`src/rtl/add_rs_dispatch.sv`:
```
// Add/sub reservation station: CDB wakeup, oldest-ready select, one-cycle dispatch strobe.
// Optional ADD_RS_CDB_WAKE_DISPATCH_EN lets a CDB-completed entry dispatch on the same edge.
module add_rs_dispatch #(
    parameter int ENTRIES = 3,
    parameter int DATA_W  = 8,
    parameter int TAG_W   = 3,
    parameter int REG_W   = 4
) (
    input  logic              clk2,
    input  logic              rst,
    input  logic              issue_valid,
    output logic              issue_ready,
    input  logic [3:0]        issue_func,
    input  logic [REG_W-1:0]  issue_rd,
    input  logic [TAG_W-1:0]  issue_rob,
    input  logic              issue_s1_rdy,
    input  logic              issue_s2_rdy,
    input  logic [DATA_W-1:0] issue_s1_val,
    input  logic [DATA_W-1:0] issue_s2_val,
    input  logic [TAG_W-1:0]  issue_s1_tag,
    input  logic [TAG_W-1:0]  issue_s2_tag,
    input  logic              cdb_valid,
    input  logic [TAG_W-1:0]  cdb_tag,
    input  logic [DATA_W-1:0] cdb_data,
    input  logic              flush,
    input  logic              ex_busy,
    output logic              ex_b,
    output logic [2:0]        rs_index,
    output logic [DATA_W-1:0] rs1_data,
    output logic [DATA_W-1:0] rs2_data,
    output logic [3:0]        func,
    output logic [REG_W-1:0]  rd,
    output logic [TAG_W-1:0]  rob_ind,
    output logic [2:0]        occupancy
);

    localparam int IDX_W = $clog2(ENTRIES);
    localparam logic [2:0] DEPTH = 3'(ENTRIES);

    logic [ENTRIES-1:0] valid;
    logic [ENTRIES-1:0] s1_rdy;
    logic [ENTRIES-1:0] s2_rdy;
    logic [3:0]         e_func [ENTRIES];
    logic [REG_W-1:0]   e_rd   [ENTRIES];
    logic [TAG_W-1:0]   e_rob  [ENTRIES];
    logic [DATA_W-1:0]  s1_val [ENTRIES];
    logic [DATA_W-1:0]  s2_val [ENTRIES];
    logic [TAG_W-1:0]   s1_tag [ENTRIES];
    logic [TAG_W-1:0]   s2_tag [ENTRIES];
    logic [2:0]         age    [ENTRIES];
    logic [2:0]         count;

    logic [ENTRIES-1:0] hit1;
    logic [ENTRIES-1:0] hit2;
    logic [ENTRIES-1:0] cand;
    logic [DATA_W-1:0]  op1 [ENTRIES];
    logic [DATA_W-1:0]  op2 [ENTRIES];

    logic             sel_found;
    logic [IDX_W-1:0] sel_idx;
    logic [2:0]       sel_age;
    logic [IDX_W-1:0] free_idx;
    logic             fire;
    logic             accept;
    logic [2:0]       new_age;
    logic             new_s1_rdy;
    logic             new_s2_rdy;
    logic [DATA_W-1:0] new_s1_val;
    logic [DATA_W-1:0] new_s2_val;

    assign issue_ready = (count < DEPTH);
    assign occupancy   = count;

    always_comb begin
        hit1 = '0;
        hit2 = '0;
        cand = '0;
        for (int i = 0; i < ENTRIES; i++) begin
            hit1[i] = cdb_valid && !s1_rdy[i] && (s1_tag[i] == cdb_tag);
            hit2[i] = cdb_valid && !s2_rdy[i] && (s2_tag[i] == cdb_tag);
`ifdef ADD_RS_CDB_WAKE_DISPATCH_EN
            cand[i] = valid[i] && (s1_rdy[i] || hit1[i])
                    && (s2_rdy[i] || hit2[i]);
            op1[i]  = s1_rdy[i] ? s1_val[i] : cdb_data;
            op2[i]  = s2_rdy[i] ? s2_val[i] : cdb_data;
`else
            cand[i] = valid[i] && s1_rdy[i] && s2_rdy[i];
            op1[i]  = s1_val[i];
            op2[i]  = s2_val[i];
`endif
        end
    end

    // Ages are unique among valid entries, so the minimum is unambiguous.
    always_comb begin
        sel_found = 1'b0;
        sel_idx   = '0;
        sel_age   = '0;
        for (int i = 0; i < ENTRIES; i++) begin
            if (cand[i] && (!sel_found || age[i] < sel_age)) begin
                sel_found = 1'b1;
                sel_idx   = IDX_W'(i);
                sel_age   = age[i];
            end
        end
    end

    always_comb begin
        free_idx = '0;
        for (int i = ENTRIES - 1; i >= 0; i--) begin
            if (!valid[i]) begin
                free_idx = IDX_W'(i);
            end
        end
    end

    assign fire    = sel_found && !ex_busy && !ex_b;
    assign accept  = issue_valid && issue_ready;
    assign new_age = fire ? (count - 3'd1) : count;

    assign new_s1_rdy = issue_s1_rdy
                      || (cdb_valid && issue_s1_tag == cdb_tag);
    assign new_s2_rdy = issue_s2_rdy
                      || (cdb_valid && issue_s2_tag == cdb_tag);
    assign new_s1_val = issue_s1_rdy ? issue_s1_val : cdb_data;
    assign new_s2_val = issue_s2_rdy ? issue_s2_val : cdb_data;

    always_ff @(posedge clk2) begin
        if (rst) begin
            valid    <= '0;
            count    <= '0;
            ex_b     <= 1'b0;
            rs_index <= '0;
            rs1_data <= '0;
            rs2_data <= '0;
            func     <= '0;
            rd       <= '0;
            rob_ind  <= '0;
        end else if (flush) begin
            valid <= '0;
            count <= '0;
            ex_b  <= 1'b0;
        end else begin
            ex_b <= fire;
            for (int i = 0; i < ENTRIES; i++) begin
                if (valid[i] && hit1[i]) begin
                    s1_rdy[i] <= 1'b1;
                    s1_val[i] <= cdb_data;
                end
                if (valid[i] && hit2[i]) begin
                    s2_rdy[i] <= 1'b1;
                    s2_val[i] <= cdb_data;
                end
                if (fire && valid[i] && age[i] > sel_age) begin
                    age[i] <= age[i] - 3'd1;
                end
            end
            if (fire) begin
                valid[sel_idx] <= 1'b0;
                rs_index       <= 3'(sel_idx);
                rs1_data       <= op1[sel_idx];
                rs2_data       <= op2[sel_idx];
                func           <= e_func[sel_idx];
                rd             <= e_rd[sel_idx];
                rob_ind        <= e_rob[sel_idx];
            end
            // The free slot is never the dispatched one: it was already invalid.
            if (accept) begin
                valid[free_idx]  <= 1'b1;
                e_func[free_idx] <= issue_func;
                e_rd[free_idx]   <= issue_rd;
                e_rob[free_idx]  <= issue_rob;
                s1_rdy[free_idx] <= new_s1_rdy;
                s2_rdy[free_idx] <= new_s2_rdy;
                s1_val[free_idx] <= new_s1_val;
                s2_val[free_idx] <= new_s2_val;
                s1_tag[free_idx] <= issue_s1_tag;
                s2_tag[free_idx] <= issue_s2_tag;
                age[free_idx]    <= new_age;
            end
            count <= count + {2'b00, accept} - {2'b00, fire};
        end
    end

endmodule

```
`config.mk`:
```
export PLATFORM = sky130hd
export DESIGN_NAME = add_rs_dispatch
export DESIGN_NICKNAME = d
export VERILOG_FILES = /design/src/rtl/add_rs_dispatch.sv
export SDC_FILE = /design/constraint.sdc
export NUM_CORES = 1
export LEC_CHECK = 0
export CORE_MARGIN = 2
export CORE_UTILIZATION = 60
export DETAILED_ROUTE_END_ITERATION = 10
export GPL_ROUTABILITY_DRIVEN = 0
export PLACE_DENSITY = 0.82
export SLEW_MARGIN = 30
export SYNTH_ARGS = -nofsm -noshare
export SYNTH_HDL_FRONTEND = slang
export SYNTH_SLANG_ARGS = --single-unit
```
`constraint.sdc`:
```
create_clock -name clk2 -period 10.7 [get_ports clk2]
set_input_delay 2.14 -clock clk2 [delete_from_list [all_inputs] [get_ports clk2]]
set_output_delay 2.14 -clock clk2 [all_outputs]
set_load 0.01 [all_outputs]
```
==> metrics.txt, run 1 <==
I/O pin cnt 87; setup bufs post-CTS 0; critical path required time 10.77 ns; hold depth 2; number of gates resized after CTS 0; CP delay by family, top compound AO/OA/AOI/OAI gates; Leakage Power 2.925 nW; core region area 0.01137 sq mm; CP Class flip-flop to flip-flop; largest net degree at the start of global routing 42; register area 0.004144 sq mm; dpl cells 772; Critical Path Source Type flip-flop; IO Port Bufs 85; min Tclk post-route 6.443 ns; H-tree levels 4; post-place setup slack 4.437 ns; fin cells 804; Final Cell Area 0.008543 sq mm; Peak Freq 0.1552 GHz; worst r2r dst age[2][1]; Post-synth EDFFs 114; FILL cells 721; Worst EP arrival 6.51 ns; setup slack, reg-to-reg 4.26 ns; Synth top area share 49.07%; hold crit path type flip-flop to flip-flop; clock slew at reported path FFs 0.06 ns; total power 1.317 mW; drt wl/cell 20.16 um; Area after DPL 0.007950 sq mm; Crit Path Max Fanout 41; max_cap viols 0; Total Wirelength 16,210 um; GRT Util Overall 26.79%; setup_tns 0 ns; Synth area leaders edfxtp_1 (49%), dfxtp_1 (10%), mux2_2 (7.7%); post-synthesis instance area 0.006977 sq mm; post-synthesis sequential area ratio 59.40%; Main synth FF type edfxtp_1; Post-Syn Nets 633; synth warn 0; status finished, final reports clean; CTS tree built; most common cell in the synthesized netlist edfxtp_1; post-synth top area cell edfxtp_1; Reg-to-Reg Start valid[0]; layout cell share with drive strength beyond 1 14.37%; Hold EP rd[0]; Layout Nets 716; drt pass-1 iters 5; most common library cells after synthesis edfxtp_1 (114), nand2_1 (74), a21oi_1 (49); R2R depth 23; Synth cell types 48; final hold vios 0; Final Cycle Share 60.21%; Final setup viols 0; Worst path most repeated cell a21oi_1; maximum vdd drop 0.0001232 V; Via density 6.067; Post-synth ARST share 0%; Cell Chain, Critical Path and3_1, nand2_1, ha_1, and2_1, a311o_1, a21oi_4, buf_4, a21o_1, inv_1, ha_1, nor2_1, a21oi_1, a21oi_1, a21oi_4, buf_4, nor2_1, nor2_1, ha_1, nor2_1, a21oi_1, a21oi_1, a21oi_1, o32ai_1; Die Y 111.8 um; ANT nets after route 0; CP max stage delay 0.52 ns; Avg Cell Area, Syn 12.35 sq um; Rel. slew slack 37.49%; clk_lat worst skew 0.43 ns; Vias 4,878; clock tree buffer depth 2; Worst-Margin Slew 0.9318 ns; grt ovf 0; CTS Root Cell clkbuf_16; synthesized netlist cell count 565; clock sink count 150; first-pass GRT wire length 25,730 um; multi-input logic area 0.002656 sq mm; Starting DRT DRC Count 446; number of global-route vias before repair 4,883; HPWL Detailed 10,850 um; worst path buffer plus inverter count 3; Starting Density 61.36%; initial antenna violation count 0; CTS Buf Count 17; Slew Viols, Final 0; Worst Slack Setup Final 4.257 ns; # DRC 0; Diodes inserted 0; Site Rows 39; Area Overhead vs Synth 22.45%; Worst path slowest cell a21oi_4; Post-CTS Hold Fix Bufs 0; Worst Skew 0.01160 ns; die area 0.01251 sq mm; Crit. End Element flip-flop; flops & latches, synth 150; Worst Hold Launch rd[0]; chip width 111.8 um; pwr/cell area 154.1 mW/mm^2; unrepaired setup endpoints after global routing false
-- kinds of logic after synthesis --
logic type / Yosys count / synth area share, %
DFF: 150 / 59.40
and+or+nand+nor: 133 / 8.357
AOI/OAI and AO/OA: 101 / 9.326
muxes: 83 / 12.84
buffers and inverters: 48 / 2.869
xor gates and xnor gates: 31 / 3.892
adders and majority gates: 18 / 3.264
other: 1 / 0.05375
-- cell type report --
type	count	share of cell area, %
multi-input combinational	367	31.09
tap	143	2.094
clock inverter	14	1.919
sequential	150	48.51
clock buffer	18	5.023
inverter	22	0.9666
timing repair buffer	90	10.40
-- placed cells by master, fill, tap and decap left out, types with 3 or more instances in the layout --
master,Yosys,layout
nor4_1,7,7
edfxtp_1,114,114
o21ai_0,3,3
mux2i_1,34,34
nor2_1,30,29
a22oi_1,6,6
mux2_2,48,48
clkinvlp_4,0,3
clkdlybuf4s50_1,0,85
clkbuf_16,0,17
clkinv_4,0,3
dfxtp_1,36,36
inv_6,0,5
ha_1,15,15
a21oi_1,49,49
o211ai_1,28,28
nand3_1,5,5
inv_1,21,21
buf_4,2,5
nand2_1,74,74
xnor2_1,9,9
xor2_1,22,22
-- state kept, by name (all words and copies together) (netlist names), 4 cells and up --
name      flops
s2_val       24
age           9
rd            4
rs1_data      8
s1_val       24
e_rob         9
s2_tag        9
func          4
e_rd         12
s1_tag        9
rs2_data      8
e_func       12
-- how the worst max path moves through the flow --
stage	cells past startpoint	slack, ns	to	startpoint
6_report	23	4.26	age[2][1]	valid[0]
5_1_grt	23	3.87	age[2][0]	valid[0]
4_1_cts	23	4.36	age[2][0]	valid[0]
3_5_place_dp	23	4.44	age[2][2]	valid[0]
3_3_place_gp	23	4.85	age[2][0]	valid[0]
2_1_floorplan	23	5.90	age[2][0]	valid[0]
-- report_power, final --
part	switching, mW	total, mW	internal (mW)
clock network	0.252	0.601	0.349
registers	0.00419	0.639	0.634
logic	0.0392	0.0770	0.0378
-- worst register-to-register path, cell delays in order, from the launching register on --
cell	delay, ns
dfxtp_1	0.45
and3_1	0.40
nand2_1	0.14
ha_1	0.33
and2_1	0.16
a311o_1	0.38
a21oi_4	0.16
buf_4	0.48
a21o_1	0.24
inv_1	0.07
ha_1	0.28
nor2_1	0.04
a21oi_1	0.11
a21oi_1	0.14
a21oi_4	0.52
buf_4	0.50
nor2_1	0.10
nor2_1	0.26
ha_1	0.29
nor2_1	0.16
a21oi_1	0.06
a21oi_1	0.18
a21oi_1	0.10
o32ai_1	0.52
-- through the flow --
step                      hold WS (ns)  utilization [%]
after CTS                       0.4561            75.14
after detailed placement        0.4474            69.92
final                           0.4551            75.14
after floorplan                 0.4805                -
after global routing            0.4848            75.14
after global placement          0.4437            69.86
-- routing by layer --
metal | part of all wire (%) | global-route usage [%] | up-vias | wire length (um)
met4 | 2.2 | 11.11 | 0 | 356
met2 | 50 | 43.60 | 231 | 8078
met5 | 0 | 0 | - | 0
li1 | - | - | 2239 | -
met3 | 6.6 | 5.063 | 36 | 1068
met1 | 41 | 35.69 | 2372 | 6702
No activity file was read; power rests on OpenSTA's default activity.
==> run 2, diff against run 1 <==
Settings changed: CORE_UTILIZATION 60 to 56, PLACE_DENSITY 0.82 to 0.77.
Clock period 10.7 ns to 6.2 ns, I/O delays scaled along.
==> run 2 against run 1 <==
  * Combinational power up 70%
  * Sequential share of layout area down 0.092 points
  * Clock power up 64%
  * Final cell count up 3.5%
  * Die area up 6.9%
  * Via count down 3.0%
  * Final area up 0.19%
  * Critical path type unchanged
  * Largest power group unchanged
  * Highest routed layer unchanged
==> metrics.txt, run 2 (synthesis gave the netlist of run 1 again) <==
Crit Path Max Fanout 20 (was 41); most frequent cells in the layout edfxtp_1 (114), clkdlybuf4s50_1 (85), nand2_1 (74) (unchanged); die area 0.01337 sq mm (was 0.01251 sq mm); max_cap viols 0 (unchanged); GRT Util Overall 24.59% (was 26.79%); FILL cells 850 (was 721); Worst-Margin Slew 0.9175 ns (was 0.9318 ns); layout cell share with drive strength beyond 1 14.31% (was 14.37%); CP Class flip-flop to flip-flop (unchanged); Starting DRT DRC Count 422 (was 446); min Tclk post-route 5.390 ns (was 6.443 ns); Worst Skew 0.01102 ns (was 0.01160 ns); Die Y 115.6 um (was 111.8 um); H-tree levels 4 (unchanged); ANT nets after route 0 (unchanged); unrepaired setup endpoints after global routing false (unchanged); combinational share of power 5.9% (was 5.8%); chip width 115.6 um (was 111.8 um); Slew Viols, Final 0 (unchanged); Flop pwr share 49.7% (was 48.5%); Layout Nets 719 (was 716); IO Port Bufs 85 (unchanged); hold crit path type flip-flop to flip-flop (unchanged); Critical Path Source Type flip-flop (unchanged); largest registers s1_val x24, s2_val x24 (unchanged); largest net degree at the start of global routing 47 (was 42); pwr/cell area 258.9 mW/mm^2 (was 154.1 mW/mm^2); multi-input logic area 0.002649 sq mm (was 0.002656 sq mm); number of gates resized after CTS 0 (unchanged); Starting Density 57.84% (was 61.36%); CTS Root Cell clkbuf_16 (unchanged); Site Rows 40 (was 39); first-pass GRT wire length 24,680 um (was 25,730 um); # DRC 0 (unchanged); setup bufs post-CTS 0 (unchanged); status finished, final reports clean (unchanged); clock tree buffer depth 2 (unchanged); CTS Buf Count 17 (unchanged); initial antenna violation count 0 (unchanged); clk_lat worst skew 0.42 ns (was 0.43 ns); Worst EP arrival 5.45 ns (was 6.51 ns); Diodes inserted 0 (unchanged); setup_tns 0 ns (unchanged); Rel. slew slack 38.61% (was 37.49%); Peak Freq 0.1855 GHz (was 0.1552 GHz); final hold vios 0 (unchanged); drt pass-1 iters 5 (unchanged); critical path required time 6.26 ns (was 10.77 ns); clock slew at reported path FFs 0.06 ns (about the same); Via density 5.685 (was 6.067); worst hold margin 0.4511 ns (was 0.4551 ns); number of global-route vias before repair 4,840 (was 4,883); Total Wirelength 15,500 um (was 16,210 um); core region area 0.01206 sq mm (was 0.01137 sq mm); register area 0.004144 sq mm (unchanged); P_sw 0.4661 mW (was 0.2952 mW); Vias 4,730 (was 4,878); grt ovf 0 (unchanged); maximum vdd drop 0.0002046 V (was 0.0001232 V); clock sink count 150 (unchanged); Crit. End Element flip-flop (unchanged); I/O pin cnt 87 (unchanged); Post-CTS Hold Fix Bufs 0 (unchanged); CTS tree built (unchanged); most common cell after layout, fill and taps aside edfxtp_1 (unchanged); Area Overhead vs Synth 22.69% (was 22.45%); Final setup viols 0 (unchanged); sw frac 21.03% (was 22.42%); HPWL Detailed 10,520 um (was 10,850 um); internal power 1.750 mW (was 1.022 mW); Leakage Power 2.934 nW (was 2.925 nW); Final Cycle Share 86.94% (was 60.21%); drt wl/cell 18.63 um (was 20.16 um); clock power share 44.4% (was 45.7%)
run 2: cell count changes in the layout (fill, tap and decap cells not counted), sizes merged:
cell / before / now
buf: 5 / 8
clkbuf: 18 / 19
clkinv: 4 / 8
clkinvlp: 3 / 2
inv: 27 / 23
run 2: power groups by stage:
stage / Clock [mW] / Sequential [mW] / Combinational [mW]
2_1_floorplan: 0 / 1.12 / 0.0641
3_3_place_gp: 0 / 1.12 / 0.125
3_5_place_dp: 0 / 1.12 / 0.129
4_1_cts: 0.998 / 1.10 / 0.131
5_1_grt: 1.04 / 1.10 / 0.142
6_report: 0.983 / 1.10 / 0.131
run 2: worst paths after layout:
check             startpoint   endpoint  slack [ns]  cells after the start
setup / recovery    valid[0]  age[2][0]        0.81                     22
hold / removal         rd[2]      rd[2]        0.45                      2
setup reg to reg    valid[0]  age[2][0]        0.81                     22
hold reg to reg        rd[2]      rd[2]        0.45                      2
run 2: area by class of cell:
cell class / count / share of cell area (%)
Sequential cell: 150 / 48.41
Tap cell: 168 / 2.456
Timing Repair Buffer: 93 / 10.64
Multi-Input combinational cell: 367 / 30.95
Clock buffer: 19 / 5.058
Inverter: 22 / 0.9648
Clock inverter: 13 / 1.520
run 2: critical path, cell delays in order (launching register included):
cell and delay (ns):
dfxtp_1 0.45, and3_1 0.35, nand2_1 0.11, ha_1 0.32, and2_1 0.17, a311o_1 0.38, a21oi_4 0.25, nor2_1 0.07
a21o_1 0.19, inv_1 0.08, ha_1 0.20, nor2_1 0.06, a21oi_1 0.13, a21oi_1 0.13, a21oi_4 0.43, nor2_1 0.08
nor2_1 0.28, ha_1 0.30, nor2_1 0.17, a21oi_1 0.06, a21oi_1 0.20, a21oi_1 0.11, o32ai_1 0.51
run 2: through the flow:
stage          setup slack [ns]  cells  area (sq um)  utilization, %  power, mW
5_1_grt                  0.4556    832          8559           70.96      2.281
3_5_place_dp             0.9220    800          7996           66.30      1.253
3_3_place_gp              1.308    800          7996           66.30      1.248
4_1_cts                  0.8926    832          8559           70.96      2.230
2_1_floorplan             1.400    565          6977               -      1.186
6_report                 0.8096    832          8559           70.96      2.216
run 2: routing by layer:
layer  vias up  GRT usage [%]  part of all wire (%)
met4         0          9.048                   1.7
met1      2260          32.18                    42
met2       205          39.73                    49
li1       2245              -                     -
met5         -              0                     0
met3        20          6.642                   7.6
